**config.mk**
```make
export PLATFORM = sky130hd
export DESIGN_NAME = mc_control32
export DESIGN_NICKNAME = d
export VERILOG_FILES = /design/src/rtl/mc_control32.sv
export SDC_FILE = /design/constraint.sdc
export NUM_CORES = 1
export LEC_CHECK = 0
export CAP_MARGIN = 20
export CORE_UTILIZATION = 50
export CTS_BUF_LIST = sky130_fd_sc_hd__clkbuf_2 sky130_fd_sc_hd__clkbuf_4 sky130_fd_sc_hd__clkbuf_8
export DETAILED_ROUTE_END_ITERATION = 8
export DONT_BUFFER_PORTS = 1
export PLACE_DENSITY = 0.72
export SLEW_MARGIN = 20
export SYNTH_ARGS = -nofsm -noshare
export SYNTH_HDL_FRONTEND = slang
export SYNTH_SLANG_ARGS = --single-unit
```
**constraint.sdc**
```tcl
create_clock -name clock -period 1.6 [get_ports clock]
set_input_delay 0.24 -clock clock [delete_from_list [all_inputs] [get_ports clock]]
set_output_delay 0.24 -clock clock [all_outputs]
set_load 0.005 [all_outputs]
```
**src/rtl/mc_control32.sv**
```systemverilog
// mc_control32: multi-cycle MIPS control sequencer (RST/IF/ID/EX/MEM/WB/IOW).
// Define CONTROL_IO_TIMEOUT_EN to abort I/O waits after IO_TIMEOUT cycles and flag io_err.
module mc_control32 #(
  parameter int                     ADDR_HIGH_W   = 22,
  parameter logic [ADDR_HIGH_W-1:0] IO_HIGH_VALUE = {ADDR_HIGH_W{1'b1}},
  parameter int                     MEM_LAT       = 1,
  parameter int                     IO_TIMEOUT    = 255
) (
  input  logic                   clock,
  input  logic                   rst_n,
  input  logic [5:0]             Opcode,
  input  logic [5:0]             Function_opcode,
  input  logic [ADDR_HIGH_W-1:0] Alu_resultHigh,
  input  logic                   io_ready,
  output logic                   IRWrite,
  output logic                   PCWrite,
  output logic [1:0]             PCSrc,
  output logic                   RegWrite,
  output logic                   RegDST,
  output logic                   Jal,
  output logic                   MemorIOtoReg,
  output logic                   MemRead,
  output logic                   MemWrite,
  output logic                   IORead,
  output logic                   IOWrite,
  output logic                   ALUSrc,
  output logic                   I_format,
  output logic                   Sftmd,
  output logic [1:0]             ALUOp,
  output logic                   illegal,
  output logic                   io_err,
  output logic [2:0]             state
);

  localparam logic [2:0] S_RST = 3'd0;
  localparam logic [2:0] S_IF  = 3'd1;
  localparam logic [2:0] S_ID  = 3'd2;
  localparam logic [2:0] S_EX  = 3'd3;
  localparam logic [2:0] S_MEM = 3'd4;
  localparam logic [2:0] S_WB  = 3'd5;
  localparam logic [2:0] S_IOW = 3'd6;

  localparam logic [3:0] CNT_LOAD = 4'(MEM_LAT - 1);

  typedef struct packed {
    logic r, lw, sw, beq, bne, j, jal, jr, ifmt, sft, ill;
  } flags_t;

  logic [2:0] state_q, state_d, done_state;
  flags_t     flags_q, flags_d, dec;
  logic       io_sel_q, io_sel_d;
  logic [3:0] cnt_q, cnt_d;
  logic       illegal_q, illegal_d;

  always_comb begin
    dec      = '0;
    dec.r    = (Opcode == 6'h00);
    dec.j    = (Opcode == 6'h02);
    dec.jal  = (Opcode == 6'h03);
    dec.beq  = (Opcode == 6'h04);
    dec.bne  = (Opcode == 6'h05);
    dec.lw   = (Opcode == 6'h23);
    dec.sw   = (Opcode == 6'h2b);
    dec.ifmt = (Opcode[5:3] == 3'b001);
    dec.jr   = dec.r && (Function_opcode == 6'h08);
    dec.sft  = dec.r && (Function_opcode inside {6'h00, 6'h02, 6'h03, 6'h04, 6'h06, 6'h07});
    dec.ill  = !(dec.r || dec.j || dec.jal || dec.beq || dec.bne || dec.lw || dec.sw || dec.ifmt);
  end

  assign done_state = flags_q.lw ? S_WB : S_IF;

`ifdef CONTROL_IO_TIMEOUT_EN
  localparam logic [7:0] TMO_LOAD = 8'(IO_TIMEOUT - 1);
  logic [7:0] tmo_q, tmo_d;
  logic       io_err_q, io_err_d;

  always_ff @(posedge clock or negedge rst_n) begin
    if (!rst_n) begin
      tmo_q    <= '0;
      io_err_q <= 1'b0;
    end else begin
      tmo_q    <= tmo_d;
      io_err_q <= io_err_d;
    end
  end

  assign io_err = io_err_q;
`else
  logic unused_io_timeout;
  assign unused_io_timeout = |IO_TIMEOUT;
  assign io_err = 1'b0;
`endif

  always_comb begin
    state_d   = state_q;
    flags_d   = flags_q;
    io_sel_d  = io_sel_q;
    cnt_d     = cnt_q;
    illegal_d = illegal_q;
`ifdef CONTROL_IO_TIMEOUT_EN
    tmo_d     = tmo_q;
    io_err_d  = io_err_q;
`endif
    case (state_q)
      S_RST: state_d = S_IF;
      S_IF:  state_d = S_ID;
      S_ID: begin
        state_d   = S_EX;
        flags_d   = dec;
        illegal_d = illegal_q | dec.ill;
      end
      S_EX: begin
        io_sel_d = (Alu_resultHigh == IO_HIGH_VALUE);
        cnt_d    = CNT_LOAD;
`ifdef CONTROL_IO_TIMEOUT_EN
        tmo_d    = TMO_LOAD;
`endif
        if (flags_q.j || flags_q.jr || flags_q.beq || flags_q.bne || flags_q.ill)
          state_d = S_IF;
        else if (flags_q.lw || flags_q.sw)
          state_d = S_MEM;
        else
          state_d = S_WB;
      end
      S_MEM: begin
        if (io_sel_q)
          state_d = io_ready ? done_state : S_IOW;
        else if (cnt_q == 4'd0)
          state_d = done_state;
        else
          cnt_d = cnt_q - 4'd1;
      end
      S_IOW: begin
        if (io_ready) state_d = done_state;
`ifdef CONTROL_IO_TIMEOUT_EN
        else if (tmo_q == 8'd0) begin
          state_d  = S_IF;
          io_err_d = 1'b1;
        end
        else tmo_d = tmo_q - 8'd1;
`endif
      end
      S_WB:    state_d = S_IF;
      default: state_d = S_RST;
    endcase
  end

  always_ff @(posedge clock or negedge rst_n) begin
    if (!rst_n) begin
      state_q   <= S_RST;
      flags_q   <= '0;
      io_sel_q  <= 1'b0;
      cnt_q     <= '0;
      illegal_q <= 1'b0;
    end else begin
      state_q   <= state_d;
      flags_q   <= flags_d;
      io_sel_q  <= io_sel_d;
      cnt_q     <= cnt_d;
      illegal_q <= illegal_d;
    end
  end

  // Illegal opcodes retire as a NOP, so EX advances the PC itself.
  always_comb begin
    IRWrite      = 1'b0;
    PCWrite      = 1'b0;
    PCSrc        = 2'b00;
    RegWrite     = 1'b0;
    RegDST       = 1'b0;
    Jal          = 1'b0;
    MemorIOtoReg = 1'b0;
    MemRead      = 1'b0;
    MemWrite     = 1'b0;
    IORead       = 1'b0;
    IOWrite      = 1'b0;
    ALUSrc       = 1'b0;
    I_format     = 1'b0;
    Sftmd        = 1'b0;
    ALUOp        = 2'b00;
    case (state_q)
      S_IF: IRWrite = 1'b1;
      S_EX: begin
        ALUSrc   = flags_q.ifmt | flags_q.lw | flags_q.sw;
        I_format = flags_q.ifmt;
        Sftmd    = flags_q.sft;
        if (flags_q.r || flags_q.ifmt)       ALUOp = 2'b10;
        else if (flags_q.beq || flags_q.bne) ALUOp = 2'b01;
        if (flags_q.j || flags_q.jal) begin
          PCWrite = 1'b1;
          PCSrc   = 2'b10;
        end else if (flags_q.jr) begin
          PCWrite = 1'b1;
          PCSrc   = 2'b11;
        end else if (flags_q.beq || flags_q.bne) begin
          PCWrite = 1'b1;
          PCSrc   = 2'b01;
        end else if (flags_q.ill) begin
          PCWrite = 1'b1;
        end
      end
      S_MEM, S_IOW: begin
        if (io_sel_q) begin
          IORead  = flags_q.lw;
          IOWrite = flags_q.sw;
          PCWrite = flags_q.sw & io_ready;
        end else begin
          MemRead  = flags_q.lw;
          MemWrite = flags_q.sw;
          PCWrite  = flags_q.sw & (cnt_q == 4'd0);
        end
`ifdef CONTROL_IO_TIMEOUT_EN
        if (state_q == S_IOW && !io_ready && tmo_q == 8'd0) PCWrite = 1'b1;
`endif
      end
      S_WB: begin
        RegWrite     = 1'b1;
        RegDST       = flags_q.r;
        Jal          = flags_q.jal;
        MemorIOtoReg = flags_q.lw;
        PCWrite      = !flags_q.jal;
      end
      default: ;
    endcase
  end

  assign illegal = illegal_q;
  assign state   = state_q;

endmodule

```
After elaboration in Yosys (flattened, before gate mapping)
Index checks and enable logic that the tools add are counted.
Storage, ports and cells
  bits in registers: 20
  input bits: 37
  word-level logic and storage cells: 113
Cells by class
  $add $sub $neg: 1
  eq/ne operators: 24
  multiplexer cells: 39
  bitwise logic cells: 5
  reductions and logical operators: 29
Operators by type and width (number)
  $eq 6x3->1 const B: 5
  $eq 6x2->1 const B: 4
  $mux 1: 23
  $eq 22x22->1 const B: 1
  $mux 3: 6
  $pmux 3 s6: 1
  $logic_or 1x1->1: 15
  $eq 6x6->1 const B: 2
  $logic_not 6->1: 2
  $mux 2: 5
  $eq 3x3->1 const B: 3
  $mux 4: 2
  $pmux 4 s2: 1
  $eq 3x1->1 const B: 2
  $eq 3x2->1 const B: 2
  $eq 6x4->1 const B: 1
  $ne 2x2->1 const B: 3
  $reduce_bool 6->1: 1
  $logic_not 4->1: 1
  $reduce_or 2->1: 2
  $sub 4x1->4 const B: 1
  $logic_not 3->1: 1
  $ne 3x3->1 const B: 1
  $or 1x1->1: 3
  7 further kinds: 10

Logic depth before layout (Yosys ltp)
  word-level depth: 10
  mapped depth: 6

Worst setup path after synthesis
OpenSTA, ideal clock, no wires.
  kind: reg2reg
  start: register state_q[0] (netlist: state[0])
  end: register cnt_q[3]
  setup time: 77 ps
  arrival: 1745 ps
  required time: 1523 ps
  slack: -223 ps
  cell stages (with the launch flop): 6
  path buffers: 2
  clock period less this slack: 1823 ps
  cell sequence: dfrtp_1 buf_6 or4b_1 buf_2 or4_1 a21oi_1
On the way
  cells in the longest elaborated chain, start to end: 3
  elaborated cells between the ends (all ways): 7
Ends and longest elaborated chain
  start, declared: line 49  | logic [2:0] state_q, state_d, done_state;
  start signal, assigned: line 156  | state_q <= state_d;
  $eq 3x3->1 / $eq 3x2->1 (equally long branches): line 104  | case (state_q)
  $ne 2x2->1 (no line) / $reduce_bool 2->1 (equally long branches)
  $reduce_and 3->1 (no line)
  end signal, assigned: line 159  | cnt_q <= cnt_d;
  end, declared: line 52  | logic [3:0] cnt_q, cnt_d;
Several ways; a longest one is shown, not always the timed one.
A chain may end at the register's enable or synchronous reset.

Worst setup path after layout
  start: register flags_q[6] in the netlist's numbering
  end: output port PCWrite
On the way
  cells in the longest elaborated chain, start to end: 5
Ends and longest elaborated chain
  start, declared: line 50  | flags_t flags_q, flags_d, dec;
  start signal, assigned: line 157  | flags_q <= flags_d;
  $logic_or 1x1->1: line 195  | end else if (flags_q.beq || flags_q.bne) begin
  $mux 1: line 195
  $mux 1: line 192  | end else if (flags_q.jr) begin
  $mux 1: line 189  | if (flags_q.j || flags_q.jal) begin
  $pmux 1 s3: line 181  | case (state_q)
  end, declared: line 16  | output logic PCWrite,
No other way between the ends.

==> impl_metrics.env <==
export IMPL_relSlewSlack_pct=36.4
export IMPL_violated_checks="setup timing"
export IMPL_syn_num_nets=191
export IMPL_grt_use_total_pct=27.0
export IMPL_yosys_most_used_dff="sky130_fd_sc_hd__dfrtp_1"
export IMPL_placement_rows=17
export IMPL_routedWlPerCell_um=17.3
export IMPL_pwr_density_cell_nw_per_um2=1370
export IMPL_ant_nets=0
export IMPL_setup_worst_path_end_class="output pin"
export IMPL_global_route_overflow_total=0
export IMPL_outcome="finished, violations left"
export IMPL_dp_worst_setup_slack_ns=-0.0412
export IMPL_synth_enable_flop_cells=0
export IMPL_diodes=0
export IMPL_setup_viol=6
export IMPL_crit_type="reg2out"
export IMPL_cts_htree_levels=1
export IMPL_timing_max_cap_violations=0
export IMPL_buffers_plus_inverters_on_the_worst_setup_path=0
export IMPL_clkSinkCount=20
export IMPL_yosys_warnings=0
export IMPL_fin_crit_sh_pct=108
export IMPL_yosys_register_bits=20
export IMPL_globalplace_congestion=0.768
export IMPL_overall_power_consumption_w=0.00225
export IMPL_cts_buffer_depth=2
export IMPL_synth_yosys_seq_area_share_pct=39.0
export IMPL_grt_pass1_vias=1225
export IMPL_drc=0
export IMPL_area_sequential_sq_um=503
export IMPL_core_area_sq_um=2320
export IMPL_worst_setup_path_start_kind="flip-flop"
export IMPL_place_detailed_hpwl_um=2480
export IMPL_timing_limited_maximum_frequency_mhz=578
export IMPL_ctsRootBufferMaster="sky130_fd_sc_hd__clkbuf_4"
export IMPL_largest_net_degree_at_the_start_of_global_routing=21
export IMPL_port_buffers=0
export IMPL_grt_pass1_wl_um=5300
export IMPL_grt_antenna_before_repair=0
export IMPL_synth_area_per_cell_sq_um=8.39
export IMPL_path_delay_family="simple AND/OR/NAND/NOR gates"
export IMPL_crit_path_cells="or3_1 -> o41ai_2 -> o211ai_1"
export IMPL_tritoncts_clock_tree="done"
export IMPL_worst_hold_path_type="in2reg"
export IMPL_nFillCells=175
export IMPL_vdd_drop_max_mv=0.966
export IMPL_worst_path_largest_cell_delay_ns=0.41
export IMPL_critical_path_peak_fanout=2
export IMPL_layout_nets=212
export IMPL_clkTransAtPathRegs_ns=0.11
export IMPL_cp_required_ns=1.36
export IMPL_actual_transition_at_the_worst_max_transition_pin_ns=0.952
export IMPL_power_share_combinational_pct=56.9
export IMPL_layout_common_cells="sky130_fd_sc_hd__dfrtp_1 (18), sky130_fd_sc_hd__buf_4 (18), sky130_fd_sc_hd__nand2_1 (16)"
export IMPL_final_critical_path_setup_slack_ns=-0.129
export IMPL_power_internal_w=0.00133
export IMPL_worst_skew_late_latency_ns=0.30
export IMPL_timing_final_crit_period_ns=1.73
export IMPL_initial_core_util_pct=55.4
export IMPL_cp_slowest_cell="sky130_fd_sc_hd__or3_1"
export IMPL_drv_slew=0
export IMPL_asyncSetResetFlopFracSynth_pct=100
export IMPL_power_share_clock_pct=10.9
export IMPL_final_area_sq_um=1640
export IMPL_initialDrtViolationCount=15
export IMPL_power_switching_fraction_pct=40.7
export IMPL_finalHoldViolCount=0
export IMPL_unrepaired_setup_endpoints_after_global_routing="yes"
export IMPL_top_level_ports=59
export IMPL_worst_endpoint_arrival_ns=1.49
export IMPL_detailed_place_area_sq_um=1380
export IMPL_routed_vias=1228
export IMPL_cts_buffers=3
export IMPL_fp_dieArea_sq_um=2770
export IMPL_finish_utilization_pct=70.9
export IMPL_synthesis_area_sq_um=1280
export IMPL_syn_to_final_growth_pct=28.0
export IMPL_drt_pass1_iterations=6
export IMPL_die_y_um=52.7
export IMPL_die_w_um=52.7
export IMPL_multi_input_logic_area_sq_um=821
export IMPL_syn_instance_count=153
export IMPL_seq_power_share_pct=32.2
export IMPL_layout_skew_ns=0.000956
export IMPL_proportion_of_layout_cells_with_a_drive_suffix_above_1_pct=35.5
export IMPL_wirelength_um=3450
export IMPL_leakage_nw=0.690
export IMPL_route_detailed_vias_per_inst=6.14
export IMPL_netlist_cell_type_count=39
export IMPL_p_switching_w=0.000914
## cells by family (layout without fill, tap and decap cells)
logic type	Yosys count	in the layout	synth area share, %
buffers and inverters	18	37	6.43
other	1	1	0.292
flip-flops	20	20	39.0
AND/OR/NAND/NOR	77	77	32.7
multiplexers	2	2	1.56
adder cells (fa/ha/maj)	1	1	0.975
AO/OA/AOI/OAI	34	34	19.1
## worst paths after layout
| check | start | to | slack [ns] | depth (start not counted) |
|---|---|---|---|---|
| min in group asynchronous | rst_n | cnt_q[0]$_DFFE_PN0P_ | 0.52 | 1 |
| worst max-delay path | flags_q[6]$_DFFE_PN0N_ | PCWrite | -0.13 | 3 |
| worst min-delay path | Function_opcode[3] | flags_q[1]$_DFFE_PN0N_ | 0.01 | 1 |
| max in group asynchronous | rst_n | state[0]$_DFFE_PN0P_ | 0.45 | 1 |
| worst max register to register | state[1]$_DFFE_PN0P_ | cnt_q[2]$_DFFE_PN0P_ | -0.13 | 3 |
| worst min register to register | flags_q[1]$_DFFE_PN0N_ | flags_q[1]$_DFFE_PN0N_ | 0.49 | 2 |
## power groups by stage
stage	logic, W	clock network, W	registers [W]
CTS	0.00106	0.000245	0.000706
global route	0.00138	0.000272	0.000737
global placement	0.000855	0	0.000704
detailed placement	0.000881	0	0.000715
floorplan	0.000616	0	0.000677
finish	0.00128	0.000245	0.000723
## final cells by class
cell class	instances	share of cell area, %
inverter	7	1.60
clock buffer	3	1.37
tap	28	2.13
multi-input combinational	115	50.0
timing repair buffer	27	14.3
sequential	20	30.6
## synth_stat cells, types with 2 or more instances
library cell / number / area (sq um)
sky130_fd_sc_hd__o31ai_1: 8 / 60.1
sky130_fd_sc_hd__a21oi_1: 4 / 20.0
sky130_fd_sc_hd__or4b_1: 2 / 20.0
sky130_fd_sc_hd__nor2_1: 15 / 56.3
sky130_fd_sc_hd__and3_1: 2 / 12.5
sky130_fd_sc_hd__nand2b_1: 3 / 18.8
sky130_fd_sc_hd__o21ai_0: 6 / 30.0
sky130_fd_sc_hd__and2_1: 5 / 31.3
sky130_fd_sc_hd__nor4_1: 3 / 18.8
sky130_fd_sc_hd__dfrtp_1: 20 / 500
sky130_fd_sc_hd__buf_2: 3 / 15.0
sky130_fd_sc_hd__inv_1: 7 / 26.3
sky130_fd_sc_hd__or3b_2: 2 / 17.5
sky130_fd_sc_hd__o41ai_1: 4 / 35.0
sky130_fd_sc_hd__or4b_2: 2 / 20.0
sky130_fd_sc_hd__nand2_1: 17 / 63.8
sky130_fd_sc_hd__clkbuf_1: 6 / 22.5
sky130_fd_sc_hd__nand3_1: 3 / 15.0
sky130_fd_sc_hd__nor3_1: 6 / 30.0
sky130_fd_sc_hd__and3b_1: 2 / 17.5
sky130_fd_sc_hd__nand4_1: 6 / 37.5
sky130_fd_sc_hd__o211ai_1: 5 / 37.5
sky130_fd_sc_hd__nor2b_1: 4 / 25.0
sky130_fd_sc_hd__or3_1: 2 / 12.5
sky130_fd_sc_hd__mux2i_1: 2 / 20.0
## through the flow
step / hold slack, ns / std cells / setup TNS [ns]
2_1_floorplan: -0.0556 / 153 / -0.341
3_3_place_gp: -0.0551 / 185 / -0.0132
3_5_place_dp: -0.0549 / 185 / -0.0412
4_1_cts: 0.0196 / 195 / -0.176
5_1_grt: 0.00851 / 200 / -0.954
6_report: 0.0147 / 200 / -0.346
## flip-flops by register name, indices dropped and copies added, names as in the netlist
name,cells
cnt_q,4
flags_q,11
illegal,1
io_sel_q,1
state,3
## layer usage
metal  GRT usage (%)  wire [um]  part of all wire [%]  vias to the layer above
li1                -          -                     -                      593
met1            29.2       1380                    40                      600
met2            51.3       1850                    54                       30
met3            5.22        167                   4.8                        5
met4            9.21         50                   1.4                        0
met5               0          0                     0                        -
## repair_timing
action / 4_1_cts / 5_1_grt
endpoints found under the hold margin: 20 / 0
pin swaps: 5 / 8
resized for setup: 16 / 25
hold buffers: 1 / 0
buffers inserted: 6 / 5
setup endpoints to repair: 12 / 19
No activity file was read; power rests on OpenSTA's default activity.
